File: src/rtl/mult_sequencer_if.sv
// Decode-side and multiplier-side signals of the multiply sequencer.
// The sequencer connects through the slave modport, and the decode/multiplier side connects through the master modport.
interface mult_sequencer_if;
  logic [5:0]  Signal;
  logic [31:0] dataA;
  logic [31:0] dataB;
  logic [31:0] dataOut;
  logic        busy;
  logic        done;
  logic [5:0]  mulSignal;
  logic [31:0] mulA;
  logic [31:0] mulB;
  logic        mulReset;
  logic [63:0] mulResult;

  modport master (
    output Signal, dataA, dataB, mulResult,
    input  dataOut, busy, done, mulSignal, mulA, mulB, mulReset
  );

  modport slave (
    input  Signal, dataA, dataB, mulResult,
    output dataOut, busy, done, mulSignal, mulA, mulB, mulReset
  );
endinterface

File: src/rtl/mult_sequencer.sv
// Sequencer for the 32-cycle shift-add unsigned multiplier: MULTU drives load/iterate/output, MFHI/MFLO read HI/LO.
// Optional feature: define MULTSEQ_ZERO_SKIP_EN to bypass the multiplier when either operand is zero.
module mult_sequencer #(
  parameter int MUL_CYCLES = 32
) (
  input logic             clk,
  input logic             reset,
  mult_sequencer_if.slave bus
);
  localparam logic [5:0] FN_MULTU = 6'd25;
  localparam logic [5:0] FN_MFHI  = 6'd16;
  localparam logic [5:0] FN_MFLO  = 6'd18;
  localparam logic [5:0] MS_IDLE  = 6'd0;
  localparam logic [5:0] MS_MULTU = 6'd25;
  localparam logic [5:0] MS_OUT   = 6'd63;
  localparam int         CNT_W    = $clog2(MUL_CYCLES + 1);
  localparam logic [CNT_W-1:0] CNT_MAX = CNT_W'(MUL_CYCLES);

`ifdef MULTSEQ_ZERO_SKIP_EN
  typedef enum logic [2:0] {S_IDLE, S_RUN, S_OUT, S_CAPT, S_ZERO} state_t;
`else
  typedef enum logic [1:0] {S_IDLE, S_RUN, S_OUT, S_CAPT} state_t;
`endif

  state_t           r_state;
  logic [CNT_W-1:0] r_cnt;
  logic             r_busy;
  logic             r_done;
  logic [5:0]       r_mulSignal;
  logic [31:0]      r_mulA;
  logic [31:0]      r_mulB;
  logic [31:0]      r_hi;
  logic [31:0]      r_lo;
  logic [31:0]      r_dataOut;
  logic             w_multu;

  assign w_multu = (bus.Signal == FN_MULTU);

  always_ff @(posedge clk or posedge reset) begin
    if (reset) begin
      r_state     <= S_IDLE;
      r_cnt       <= '0;
      r_busy      <= 1'b0;
      r_done      <= 1'b0;
      r_mulSignal <= MS_IDLE;
      r_mulA      <= '0;
      r_mulB      <= '0;
      r_hi        <= '0;
      r_lo        <= '0;
      r_dataOut   <= '0;
    end else begin
      r_done <= 1'b0;
      case (r_state)
        S_IDLE: begin
          if (w_multu) begin
            r_mulA <= bus.dataA;
            r_mulB <= bus.dataB;
            r_cnt  <= '0;
            r_busy <= 1'b1;
`ifdef MULTSEQ_ZERO_SKIP_EN
            if ((bus.dataA == '0) || (bus.dataB == '0)) begin
              r_state <= S_ZERO;
            end else begin
              r_state     <= S_RUN;
              r_mulSignal <= MS_MULTU;
            end
`else
            r_state     <= S_RUN;
            r_mulSignal <= MS_MULTU;
`endif
          end
        end
        // cnt 0 is the load cycle, 1..MUL_CYCLES are the iterate cycles
        S_RUN: begin
          if (r_cnt == CNT_MAX) begin
            r_state     <= S_OUT;
            r_mulSignal <= MS_OUT;
          end else begin
            r_cnt <= r_cnt + 1'b1;
          end
        end
        S_OUT: r_state <= S_CAPT;
        S_CAPT: begin
          {r_hi, r_lo} <= bus.mulResult;
          r_done       <= 1'b1;
          r_busy       <= 1'b0;
          r_mulSignal  <= MS_IDLE;
          r_state      <= S_IDLE;
        end
`ifdef MULTSEQ_ZERO_SKIP_EN
        S_ZERO: begin
          r_hi    <= '0;
          r_lo    <= '0;
          r_done  <= 1'b1;
          r_busy  <= 1'b0;
          r_state <= S_IDLE;
        end
`endif
        default: r_state <= S_IDLE;
      endcase

      // Reads see the pre-edge HI/LO, so a read on the capture edge returns the old product
      if (bus.Signal == FN_MFHI) begin
        r_dataOut <= r_hi;
      end else if (bus.Signal == FN_MFLO) begin
        r_dataOut <= r_lo;
      end
    end
  end

  assign bus.dataOut   = r_dataOut;
  assign bus.busy      = r_busy;
  assign bus.done      = r_done;
  assign bus.mulSignal = r_mulSignal;
  assign bus.mulA      = r_mulA;
  assign bus.mulB      = r_mulB;
  assign bus.mulReset  = reset;
endmodule

File: src/flat_wrapper.sv
// flat-port wrapper written by rule: the top's interface ports become plain ports
module mult_sequencer_flat 
#(
  parameter int MUL_CYCLES = 32
)
  (clk, reset, bus_Signal, bus_dataA, bus_dataB, bus_mulResult, bus_dataOut, bus_busy, bus_done, bus_mulSignal, bus_mulA, bus_mulB, bus_mulReset);
  mult_sequencer_if bus_i ();
  input logic clk;
  input logic reset;
  input wire logic [$bits(bus_i.Signal)-1:0] bus_Signal;
  input wire logic [$bits(bus_i.dataA)-1:0] bus_dataA;
  input wire logic [$bits(bus_i.dataB)-1:0] bus_dataB;
  input wire logic [$bits(bus_i.mulResult)-1:0] bus_mulResult;
  output wire logic [$bits(bus_i.dataOut)-1:0] bus_dataOut;
  output wire logic [$bits(bus_i.busy)-1:0] bus_busy;
  output wire logic [$bits(bus_i.done)-1:0] bus_done;
  output wire logic [$bits(bus_i.mulSignal)-1:0] bus_mulSignal;
  output wire logic [$bits(bus_i.mulA)-1:0] bus_mulA;
  output wire logic [$bits(bus_i.mulB)-1:0] bus_mulB;
  output wire logic [$bits(bus_i.mulReset)-1:0] bus_mulReset;
  assign bus_i.Signal = bus_Signal;
  assign bus_i.dataA = bus_dataA;
  assign bus_i.dataB = bus_dataB;
  assign bus_i.mulResult = bus_mulResult;
  assign bus_dataOut = bus_i.dataOut;
  assign bus_busy = bus_i.busy;
  assign bus_done = bus_i.done;
  assign bus_mulSignal = bus_i.mulSignal;
  assign bus_mulA = bus_i.mulA;
  assign bus_mulB = bus_i.mulB;
  assign bus_mulReset = bus_i.mulReset;
  mult_sequencer #(.MUL_CYCLES(MUL_CYCLES)) u_core (.clk(clk), .reset(reset), .bus(bus_i));
endmodule
File: config.mk
export PLATFORM = sky130hd
export DESIGN_NAME = mult_sequencer_flat
export DESIGN_NICKNAME = d
export VERILOG_FILES = /design/src/rtl/mult_sequencer_if.sv /design/src/rtl/mult_sequencer.sv /design/src/flat_wrapper.sv
export SDC_FILE = /design/constraint.sdc
export NUM_CORES = 1
export LEC_CHECK = 0
export ABC_AREA = 1
export CORE_ASPECT_RATIO = 1.1
export CORE_UTILIZATION = 47
export DETAILED_ROUTE_END_ITERATION = 10
export MAX_ROUTING_LAYER = met4
export PLACE_DENSITY = 0.81
export RECOVER_POWER = 100
export SLEW_MARGIN = 20
export SYNTH_ARGS = -nofsm -noshare
export SYNTH_HDL_FRONTEND = slang
export SYNTH_SLANG_ARGS = --single-unit
File: constraint.sdc
create_clock -name clk -period 6.6 [get_ports clk]
set_input_delay 0.99 -clock clk [delete_from_list [all_inputs] [get_ports clk]]
set_output_delay 0.99 -clock clk [all_outputs]
set_load 0.01 [all_outputs]
==> impl_metrics.csv, run 1 <==
group,metric,value,unit
die,die_y,136,um
drt,ant_nets,0,
critical_path,end_kind,"flip-flop",
final_layout,layout-drive-gt1-share,6.91,%
clock_network,ctsHoldBuffers,0,
logic_synthesis,yosysSeqAreaShare,56.2,%
place,hpwl,12000,um
final_layout,synthToLayoutAreaGrowth,37.0,%
drt,wl_per_cell,13.9,um
timing,fin_crit_sh,66.5,%
final_layout,final_core_util,66.4,%
critical_path,timing.rr.start,"u_core.r_state[0]",
timing,finalHoldViolCount,0,
place,io_buffers,240,
die,core,0.0158,mm2
final_layout,finalNonFillerCells,1256,
drt,drt_iter0_drc,323,
run,drv_cap,4,
worst_hold_path,hold_path.class,"flip-flop to flip-flop",
critical_path,regToRegSetupSlack,3.38,ns
timing,slew_headroom,-129,%
critical_path,slowest_stage,"clkbuf_1",
critical_path,r2r_end,"u_core.bus.mulB[10]",
run_status,failed_checks,"max-capacitance violations, max-slew violations",
critical_path,crit_buf_inv,3,
clock_network,insertion_delay,0.42,ns
timing,worst-slew-pin-transition,3.44,ns
critical_path,cp_max_fo,64,
drt,drc,0,
die,start_util,48.5,%
clock_network,cts_tree,"built",
timing,slew_viol_final,238,
global_routing,grt_pass1_wl,27800,um
power,power,4.15,mW
run_status,status,"finished with violations",
place,gp_congestion,0.777,
clock_network,clock_sinks,172,
logic_synthesis,ys_async_sr_fraction,100,%
logic_synthesis,yosys-top-cells-count,"nand2_1 (257), dfrtp_1 (172), inv_1 (112), o21ai_2 (50), nor2_1 (43)",
critical_path,slowest_delay,2.40,ns
critical_path,crit_chain,"dlygate4sd3_1, inv_1, nor2_4, nand2_1, nor2_4, clkbuf_1, nor2_1, a21oi_2",
die,top_level_ports,241,
die,dieWidth,124,um
clock_network,cts_resized,0,
power,power-per-cell-area,395,mW/mm2
clock_network,cts_max_level,4,
drt,vias_per_cell,4.77,
timing,finalSetupViolCount,0,
critical_path,worst_path_most_repeated_cell,"nor2_4",
power,power.leakage,5.13,nW
worst_hold_path,hp-start,"u_core.r_lo[6]",
clock_network,cts_setup_buffers,0,
logic_synthesis,ys_top_cells_by_area,"dfrtp_1 (56%), nand2_1 (13%), o21ai_2 (5.7%)",
global_routing,grt_overflow,0,
global_routing,antenna_found_initial,0,
critical_path,path_delay_family,"buffers and inverters",
final_layout,nets,1189,
logic_synthesis,syn_avg_cell_area,9.25,um2
timing,fin_worst_skew,0.00558,ns
logic_synthesis,synth_top_flop_cell,"dfrtp_1",
logic_synthesis,synth_edf_count,0,
critical_path,start_kind,"primary input",
global_routing,grt_pass1_vias,5900,
timing,finalCriticalPeriod,4.39,ns
clock_network,root_buffer,"clkbuf_16",
logic_synthesis,syn-num-nets,972,
drt,first_pass_iters,5,
clock_network,clockBufferDepth,2,
timing,clock.fmax,228,MHz
global_routing,track_usage,22.2,%
worst_hold_path,hold_path_end,"u_core.r_lo[6]",
timing,tns,0,ns
global_routing,grt_max_degree,100,
logic_synthesis,synth.distinct_cells,26,
critical_path,cp.required,6.92,ns
place,placed_cell_area,0.0100,mm2
drt,vias,5989,
power,ir_drop,0.194,mV
final_layout,design_area,0.0105,mm2
critical_path,critPathArrivalTime,4.71,ns
logic_synthesis,synth.most_common_cell,"nand2_1",
critical_path,crit_type,"primary input to flip-flop",
logic_synthesis,synthCells,828,
logic_synthesis,syn_area,0.00766,mm2
final_layout,antenna_cells,0,
clock_network,cts-buffers-inserted,17,
timing,rsz0062_at_grt,"false",
logic_synthesis,yosys.area.top_type,"dfrtp_1",
logic_synthesis,synth-seq-cells,172,
die,rows,48,
clock_network,path_clk_slew,0.06,ns
logic_synthesis,synth_top_area_share,56.2,%
logic_synthesis,synth_warnings,0,
critical_path,crit_start,"bus_Signal[4]",
drt,wl,17500,um
place,placedCellCount,1226,
worst_hold_path,hold_depth,2,
critical_path,worstRegToRegCells,5,
die,die_area,0.0168,mm2
[sequential cells by signal (all words and copies together), names as in the netlist]
name,flops
u_core.bus.mulSignal,2
u_core.bus.busy,1
u_core.bus.mulB,32
u_core.r_cnt,6
u_core.bus.mulA,32
u_core.r_state,2
u_core.bus.dataOut,32
u_core.r_lo,32
u_core.bus.done,1
u_core.r_hi,32
[power breakdown]
part           internal (mW)  switching, mW  leakage [nW]
sequential              1.45          0.195          2.17
combinational          0.632          0.716          2.63
clock                  0.753          0.402         0.328
total                   2.84           1.31          5.13
[kinds of logic (layout without fill, tap and decap cells)]
kind of cell | count (synthesis) | in the layout | synth area share [%]
DFF | 172 | 172 | 56.2
and+or+nand+nor | 321 | 321 | 16.5
AOI/OAI and AO/OA | 166 | 166 | 15.8
buffers and inverters | 161 | 389 | 10.2
adders and majority gates | 8 | 8 | 1.31
[worst max-delay path by stage]
stage | cells past startpoint | endpoint | slack [ns]
after floorplan | 1 | u_core.bus.busy | 0.95
after global placement | 2 | bus_mulReset | 3.50
after detailed placement | 7 | u_core.bus.mulB[27] | 3.49
after CTS | 2 | bus_mulReset | 3.49
after global routing | 8 | u_core.bus.dataOut[8] | 1.75
final | 8 | u_core.bus.dataOut[15] | 2.21
[layout make-up]
type | count | area [um2]
clock buffers | 18 | 439
multi-input cells | 495 | 2400
inverters | 113 | 425
flip-flops and latches | 172 | 4300
fillers | 1352 | 5300
clock inverters | 12 | 244
repair buffers | 246 | 2430
well taps | 200 | 250
[per-layer routing]
| metal | track usage [%] | wire length (um) |
|---|---|---|
| met1 | 26.3 | 7480 |
| met5 | - | 0 |
| met3 | 5.54 | 987 |
| met2 | 36.7 | 8750 |
| met4 | 7.50 | 259 |
[metrics by stage]
stage | setup WS (ns) | hold slack, ns
floorplan | 0.950 | 0.442
global placement | 3.50 | 0.454
detailed placement | 3.49 | 0.458
CTS | 3.49 | 0.474
global route | 1.75 | 0.486
finish | 2.21 | 0.469
[cells in the final DEF, fill, tap and decap left out, types with 2 or more instances in the layout]
master	Yosys	routed
ha_1	8	7
nor2_1	43	43
clkbuf_16	0	17
nor2_4	2	2
nand4_1	3	4
nand3_1	9	9
clkinvlp_4	0	2
o21ai_0	34	94
a21oi_2	28	28
dlygate4sd3_1	0	108
clkbuf_1	13	2
o21ai_2	50	3
nand2_2	3	2
bufinv_16	0	7
a21oi_1	5	5
o21a_1	32	32
o21ai_1	15	2
clkinv_2	0	2
nand2_1	257	258
buf_4	7	3
inv_1	112	112
dfrtp_1	172	172
clkdlybuf4s50_1	0	131
[worst register-to-register path, cell delays in order, from the launching register on]
cell and delay, ns:
dfrtp_1 0.47, inv_1 0.13, ha_1 0.27, nand4_1 0.68, clkbuf_1 1.24, o21ai_0 0.24
Note: power is estimated with default switching activity, not from simulation.
==> run 2, diff against run 1 <==
clock period = 4.2 ns   (was 6.6 ns; I/O delays follow)
==> run 2 against run 1 <==
  * Sequential share of layout area is 0.29 points higher
  * The run still ends with max-capacitance violations, max-slew violations left
  * Highest routed layer unchanged
  * Combinational power is 59% higher
  * Largest cell class unchanged
  * Sequential power is 56% higher
  * Critical path type unchanged
  * Final area is 0.69% lower
  * Clock-buffer cell count is 4 higher
  * Final cell count is 0.32% higher
==> impl_metrics.csv, run 2 (synthesized netlist as in run 1, its figures left out) <==
group,metric,value,unit
timing,rsz0062_at_grt,"false",
clock_network,cts_setup_buffers,0,
power,power-per-cell-area,608,mW/mm2
run,drv_cap,3,
drt,wl,17700,um
drt,vias_per_cell,4.75,
timing,finalSetupViolCount,0,
die,dieWidth,124,um
timing,tns,0,ns
power,clkPwrFrac,25.5,%
global_routing,grt_pass1_wl,27800,um
critical_path,slowest_stage,"clkbuf_2",
timing,finalHoldViolCount,0,
timing,slew_headroom,-17.2,%
final_layout,layout_common_cells,"nand2_1 (258), dfrtp_1 (172), clkdlybuf4s50_1 (131)",
critical_path,worst_path_most_repeated_cell,"nor2_1",
run_status,failed_checks,"max-capacitance violations, max-slew violations",
clock_network,cts_resized,0,
critical_path,regToRegSetupSlack,1.64,ns
critical_path,start_kind,"primary input",
timing,finalCriticalPeriod,2.92,ns
drt,drc,0,
power,power.leakage,5.10,nW
place,gp_congestion,0.836,
die,start_util,48.5,%
final_layout,finalNonFillerCells,1260,
die,core,0.0158,mm2
power,p_int,4.24,mW
timing,worst-slew-pin-transition,1.76,ns
timing,slew_viol_final,229,
power,p_sw,2.10,mW
drt,ant_nets,0,
critical_path,critPathArrivalTime,3.23,ns
place,io_buffers,240,
global_routing,grt_overflow,0,
timing,clock.fmax,343,MHz
critical_path,cp.required,4.51,ns
global_routing,grt_max_degree,99,
clock_network,root_buffer,"clkbuf_16",
clock_network,cts_tree,"built",
worst_hold_path,hold_path.class,"flip-flop to flip-flop",
critical_path,crit_type,"primary input to flip-flop",
power,swShare,33.1,%
power,ir_drop,0.302,mV
drt,drt_iter0_drc,340,
global_routing,track_usage,22.4,%
drt,vias,5989,
clock_network,clockBufferDepth,2,
final_layout,nets,1191,
place,hpwl,12000,um
final_layout,layout-drive-gt1-share,6.70,%
run_status,status,"finished with violations",
clock_network,insertion_delay,0.42,ns
critical_path,cp_max_fo,64,
clock_network,cts_max_level,4,
final_layout,antenna_cells,0,
timing,final.setup.worst_slack,1.28,ns
clock_network,cts-buffers-inserted,17,
power,p_seq_share,40.7,%
timing,fin_crit_sh,69.5,%
critical_path,slowest_delay,1.13,ns
place,placedCellCount,1228,
timing,fin_worst_skew,0.00837,ns
die,die_y,136,um
place,dpl_worst_slack,1.60,ns
drt,first_pass_iters,4,
critical_path,end_kind,"flip-flop",
critical_path,crit_chain,"dlygate4sd3_1, inv_1, nor2_1, nand2_1, nor2_4, clkbuf_2, nor2_1, a21oi_1",
clock_network,path_clk_slew,0.06,ns
die,top_level_ports,241,
power,power,6.34,mW
die,rows,48,
clock_network,ctsHoldBuffers,0,
die,die_area,0.0168,mm2
power,pwr-share-comb,33.8,%
global_routing,grt_pass1_vias,5711,
final_layout,synthToLayoutAreaGrowth,36.1,%
global_routing,antenna_found_initial,0,
drt,wl_per_cell,14.0,um
clock_network,clock_sinks,172,
final_layout,layout_commonest_cell,"nand2_1",
run 2: per-layer routing:
layer	wire length (um)	track usage, %
met3	1330	6.67
met1	7320	27.0
met5	0	-
met4	420	8.63
met2	8620	35.3
run 2: critical path: cells and delay by family:
family	cells	cell delay, ns
buffers and inverters	3	1.70
and+or+nand+nor	4	0.62
AOI/OAI and AO/OA	1	0.22
run 2: layout make-up:
type                    instances  area [um2]
inverters                     113         425
clock buffers                  22         464
repair buffers                248        2460
fillers                      1345        5370
flip-flops and latches        172        4300
well taps                     200         250
multi-input cells             495        2380
clock inverters                10         139
run 2: final timing paths:
| kind | from | endpoint | depth (start not counted) |
|---|---|---|---|
| setup / recovery | bus_Signal[4] | u_core.bus.dataOut[21] | 8 |
| hold / removal | u_core.r_lo[5] | u_core.r_lo[5] | 2 |
| setup reg to reg | u_core.r_state[1] | u_core.r_hi[11] | 3 |
| hold reg to reg | u_core.r_lo[5] | u_core.r_lo[5] | 2 |
| max in group asynchronous | reset | u_core.r_hi[31] | 3 |
| min in group asynchronous | reset | u_core.r_hi[1] | 2 |
run 2: metrics by stage:
step	util (%)	cell area, um2	hold slack, ns
final	66.0	10400	0.473
after global routing	66.0	10400	0.488
after CTS	67.6	10700	0.475
after detailed placement	63.8	10100	0.458
after global placement	63.8	10100	0.453
after floorplan	-	7660	0.442
run 2: power groups by stage:
stage | logic (mW) | registers (mW) | clock network, mW
after floorplan | 1.20 | 2.71 | 0
after global placement | 2.30 | 2.60 | 0
after detailed placement | 2.37 | 2.62 | 0
after CTS | 2.39 | 2.60 | 1.64
after global routing | 2.42 | 2.65 | 1.71
final | 2.15 | 2.58 | 1.61
==> patch 1, RTL diff (flow settings as in run 2) <==
`MUL_CYCLES` is set to 32 in 2 places; all go to 16.
--- a/src/rtl/mult_sequencer.sv
+++ b/src/rtl/mult_sequencer.sv
@@ -1,7 +1,7 @@
 // Sequencer for the 32-cycle shift-add unsigned multiplier: MULTU drives load/iterate/output, MFHI/MFLO read HI/LO.
 // Optional feature: define MULTSEQ_ZERO_SKIP_EN to bypass the multiplier when either operand is zero.
 module mult_sequencer #(
-  parameter int MUL_CYCLES = 32
+  parameter int MUL_CYCLES = 16
 ) (
   input logic             clk,
   input logic             reset,
--- a/src/flat_wrapper.sv
+++ b/src/flat_wrapper.sv
@@ -1,7 +1,7 @@
 // flat-port wrapper written by rule: the top's interface ports become plain ports
 module mult_sequencer_flat 
 #(
-  parameter int MUL_CYCLES = 32
+  parameter int MUL_CYCLES = 16
 )
   (clk, reset, bus_Signal, bus_dataA, bus_dataB, bus_mulResult, bus_dataOut, bus_busy, bus_done, bus_mulSignal, bus_mulA, bus_mulB, bus_mulReset);
   mult_sequencer_if bus_i ();
Behaviour: same outputs for any inputs over 10 cycles, from zero or initial values and one cycle with reset high; that may be too few to reach the edited logic, so the function may still have changed.
==> patch 1 against run 2 <==
Routed wire length shrank 2.4%. Clock power increased by 6%. Sequential power is essentially flat. Design area down 1.1%. Sequential cell count shrank 1. Largest power group unchanged. Total power down 0.86%. Via count fell by 5.5%. Area after synthesis is 6.5% lower. Critical path type unchanged. Critical endpoint is now u_core.bus.mulB[12]. First-iteration DRC count decreased by 7.9%. Highest routed layer unchanged. Utilization up 4.5 points. Worst setup slack improved by 0.050 ns.
==> patch 1: results (changes against run 2) <==
vias per cell -> 4.71 (-0.87%)
fraction of layout cells with a size suffix above 1 -> 0.0733 (+0.00636)
number of distinct library cells after synthesis -> 19 (-27%)
area of the multi-input gates -> 2150 µm² (-9.5%)
initial DRC count -> 313 (-7.9%)
first-pass GRT wire length -> 27800 µm (-0.22%)
top post-synthesis cells by count -> 189 x nand2_1, 171 x dfrtp_1, 151 x o21ai_0, 143 x inv_1, 32 x mux2_2
worst vdd ir -> 0.000268 V (-11%)
sequential element share of the synthesized area -> 0.598 (+0.0357)
GP Congestion -> 0.768 (-8.2%)
vias in the first global route -> 5594 (-2.0%)
Worst-Margin Slew -> 1.44 ns (-0.319 ns)
status -> complete, no violations
syn_area_per_cell -> 9.25 µm² (about the same)
flop2flop setup slack -> 1.44 ns (-0.20 ns)
placement-stage worst setup slack -> 1.46 ns (-0.141 ns)
Hold EP -> u_core.bus.mulB[2]
worst r2r dst -> u_core.bus.mulB[12]
WL final -> 17300 µm (-2.4%)
Global Route Usage Sum -> 0.237 (+0.0130)
hold_sp -> u_core.bus.mulB[2]
dpl hpwl -> 12000 µm (-0.29%)
Worst Reg2Reg Path Length in Cells -> 6 (+3)
synth top area cells -> dfrtp_1 60%, o21ai_0 11%, nand2_1 9.9%, inv_1 7.5%, mux2_2 5.0%
reg2reg start -> u_core.r_state[0]
worst-path fanout max -> 60 (-6.3%)
patch 1: changes by cell type in the layout (fill, tap and decap cells not counted), sizes merged, moves of 3 or more:
cell,before,now
a21oi,33,1
clkinvlp,5,1
o21ai,99,161
o21a,32,0
mux2,0,32
clkinv,2,5
nand2,260,189
inv,113,145
nor2,45,8
patch 1: routing by layer:
layer | global-route usage | part of all wire | vias to the layer above
met2 | 0.373 | 0.48 | 207
met1 | 0.291 | 0.42 | 2624
met3 | 0.0807 | 0.089 | 12
li1 | - | - | 2816
met4 | 0.0653 | 0.0078 | 0
met5 | - | 0 | -
patch 1: where the power goes:
group          internal [mW]  leakage (nW)  switching (mW)  total, mW
clock                   1.05         0.323           0.658       1.71
sequential              2.28          2.16           0.309       2.59
combinational          0.993          2.57           0.992       1.99
total                   4.33          5.06            1.96       6.29
patch 1: final cells by class:
class                      count  area share
timing repair buffer         247       0.237
sequential                   171       0.415
multi-input combinational    416       0.209
inverter                     143      0.0522
tap                          192      0.0233
clock buffer                  20      0.0453
clock inverter                12      0.0180
patch 1: cell families after synthesis:
kind of cell | count (synthesis) | synth area share
compound gates | 162 | 0.113
xor+xnor | 2 | 0.00245
fa+ha+maj | 8 | 0.0140
buf+inv | 187 | 0.105
flops | 171 | 0.598
mux | 32 | 0.0503
simple gates | 212 | 0.117
patch 1: critical path, stage by stage:
cell and delay (ns):
dlygate4sd3_1 0.55, nand2_1 0.19, nor2_1 0.10, nand3_4 0.37
clkbuf_1 1.01, nand2_1 0.16, o21ai_0 0.15
patch 1: through the flow:
| stage | hold WS [ns] | cell area [µm²] |
|---|---|---|
| after floorplan | 0.480 | 7160 |
| after global placement | 0.466 | 9690 |
| after global routing | 0.493 | 10300 |
| final | 0.474 | 10300 |
| after detailed placement | 0.472 | 9690 |
| after CTS | 0.488 | 10300 |
patch 1: worst max-delay path by stage:
stage	end	slack, ns	depth (start not counted)
after floorplan	u_core.bus.busy	1.39	1
after global placement	u_core.bus.mulA[21]	1.55	7
after detailed placement	u_core.bus.mulB[12]	1.46	7
after global routing	u_core.bus.mulB[12]	1.04	7
final	u_core.bus.mulB[12]	1.33	7
after CTS	bus_mulReset	1.86	2
==> patch 2, RTL diff (flow settings as in run 2) <==
Without the edit above. Make the reset (`reset`) synchronous in one clocked block.
--- a/src/rtl/mult_sequencer.sv
+++ b/src/rtl/mult_sequencer.sv
@@ -36,7 +36,7 @@
 
   assign w_multu = (bus.Signal == FN_MULTU);
 
-  always_ff @(posedge clk or posedge reset) begin
+  always_ff @(posedge clk) begin
     if (reset) begin
       r_state     <= S_IDLE;
       r_cnt       <= '0;
Check against the original RTL: differs if reset is asserted again (counterexample within 4 cycles, from zero or initial values and one cycle with reset high); with reset held inactive, the same outputs for 10 cycles.
==> patch 2 against run 2 <==
Routed wire length decreased by 3.2%. The run still ends with capacitance limit, slew limit left. Area after synthesis decreased by 13%. Sequential cell count unchanged. Maximum frequency fell by 8.0%. Worst setup slack worse by 0.25 ns. Die area down 13%. Design area down 8.9%.
Power is not compared: it rests on default switching activity, and its combinational part moved more than twofold at a synthesized area within 25%.
==> patch 2: results (changes against run 2) <==
Setup Skew -> 0.00800 ns (-0.000368 ns)
Synth async-reset ratio -> 0 (-1.00)
reg2reg start -> u_core.r_state[0]
GP Congestion -> 0.766 (-8.4%)
crit path DAT -> 3.50 ns (+0.27 ns)
# diodes -> 0 (unchanged)
Top FF cell, synth -> dfxtp_1
sequential element share of the synthesized area -> 0.518 (-0.0439)
Post-CTS Setup Bufs -> 0 (unchanged)
CTS Buf Count -> 17 (unchanged)
clk buf depth -> 2 (unchanged)
later-pin clock latency in the skew report -> 0.42 ns (about the same)
placement-stage worst setup slack -> 1.34 ns (-0.262 ns)
max-slew violation count -> 67 (-71%)
top post-synthesis cells by count -> 172 x dfxtp_1, 145 x nor2_1, 132 x o21ai_0, 88 x nand2_1, 82 x inv_1
Worst path max stage delay -> 0.84 ns (-0.29 ns)
fin nets -> 1197 (+0.50%)
vias per cell -> 4.90 (+3.2%)
flop2flop setup slack -> 1.20 ns (-0.44 ns)
largest net degree at the start of global routing -> 130 (+31%)
Wirelength per Cell -> 13.7 µm (-2.5%)
Worst-Margin Slew -> 2.11 ns (+0.356 ns)
worst-path fanout max -> 129 (+100%)
Reg clk slew, reported paths -> 0.06 ns (about the same)
synth top area cells -> dfxtp_1 52%, o21ai_0 9.9%, nor2_1 8.2%, a21oi_1 5.2%, nand2_1 5.0%
Hold Crit Class -> reg2reg
Hold EP -> u_core.bus.mulB[14]
vias in the first global route -> 5488 (-3.9%)
number of fillers in the final layout -> 1123 (-17%)
Crit-path slowest cell -> clkbuf_4
fraction of layout cells with a size suffix above 1 -> 0.0367 (-0.0303)
dpl hpwl -> 11000 µm (-8.4%)
Worst Reg2Reg Path Length in Cells -> 5 (+2)
I/O Buffers -> 240 (unchanged)
syn nets -> 996 (+2.5%)
number of distinct library cells after synthesis -> 22 (-15%)
failing checks -> capacitance limit, slew limit
Max Cap Viol -> 1 (-2)
Global Route Usage Sum -> 0.240 (+0.0156)
status -> finished, violations left
initial DRC count -> 504 (+48%)
DR pass1 iterations -> 5 (+1)
Top delay family on crit path -> buffers and inverters
hold_sp -> u_core.bus.mulB[14]
post-synth top area cell -> dfxtp_1
first-pass GRT wire length -> 26700 µm (-4.2%)
worst r2r dst -> u_core.bus.busy
## patch 2: cell count changes after synthesis, sizes merged, moves of 2 or more
cell	before	now
inv	113	83
a31oi	0	32
dfxtp	0	172
dfrtp	172	0
buf	35	33
nand2	260	92
nor3	1	3
nor2	45	148
o21ai	99	166
clkbuf	13	32
o21a	32	0
a21oi	33	69
## patch 2: routing by layer
layer | vias up | global-route usage | part of all wire | routed length, µm
li1 | 3164 | - | - | -
met1 | 2747 | 0.274 | 0.43 | 7350
met2 | 207 | 0.385 | 0.47 | 7960
met3 | 21 | 0.0831 | 0.091 | 1560
met4 | 0 | 0.0871 | 0.015 | 255
met5 | - | - | 0 | 0
## patch 2: area by class of cell
| class | count | area [µm²] | share of cell area |
|---|---|---|---|
| repair buffers | 247 | 2460 | 0.259 |
| flip-flops and latches | 172 | 3440 | 0.363 |
| clock inverters | 6 | 37.5 | 0.00395 |
| inverters | 83 | 314 | 0.0331 |
| multi-input cells | 532 | 2500 | 0.263 |
| well taps | 188 | 235 | 0.0248 |
| clock buffers | 24 | 502 | 0.0529 |
## patch 2: cell families (layout without fill, tap and decap cells)
kind of cell | Yosys count | after routing | synth area share
adders and majority gates | 8 | 8 | 0.0151
DFF | 172 | 172 | 0.518
buffers and inverters | 148 | 360 | 0.105
AOI/OAI and AO/OA | 267 | 267 | 0.207
and+or+nand+nor | 257 | 257 | 0.155
## patch 2: power by group
part / total, mW / switching (mW) / internal [mW]
Clock: 1.44 / 0.612 / 0.826
Combinational: 0.666 / 0.364 / 0.302
Sequential: 1.83 / 0.0710 / 1.76
## patch 2: how the worst max path moves through the flow
| stage | from | to | slack, ns | cells after the start |
|---|---|---|---|---|
| final | bus_Signal[1] | u_core.bus.mulA[25] | 1.03 | 7 |
| after global routing | bus_Signal[1] | u_core.bus.mulA[1] | 0.79 | 7 |
| after CTS | reset | bus_mulReset | 1.70 | 2 |
| after detailed placement | bus_Signal[1] | u_core.bus.mulA[1] | 1.34 | 7 |
| after global placement | bus_Signal[1] | u_core.bus.mulA[9] | 1.45 | 7 |
| after floorplan | bus_Signal[1] | u_core.bus.mulA[30] | 2.64 | 7 |
## patch 2: stage by stage
stage	cell area, µm²	cells	hold slack, ns	util	power, mW
detailed placement	8980	1222	0.436	0.651	2.56
floorplan	6650	852	0.447	-	2.28
CTS	9520	1252	0.445	0.690	3.98
global placement	8980	1222	0.431	0.651	2.54
global route	9490	1252	0.457	0.688	4.13
finish	9490	1252	0.440	0.688	3.93
## patch 2: worst reg2reg max path, stage by stage (launching register included)
cell     delay (ns)
dfxtp_1        0.36
ha_1           0.21
buf_4          0.29
inv_1          1.61
o21ai_0        0.27
a21oi_1        0.19
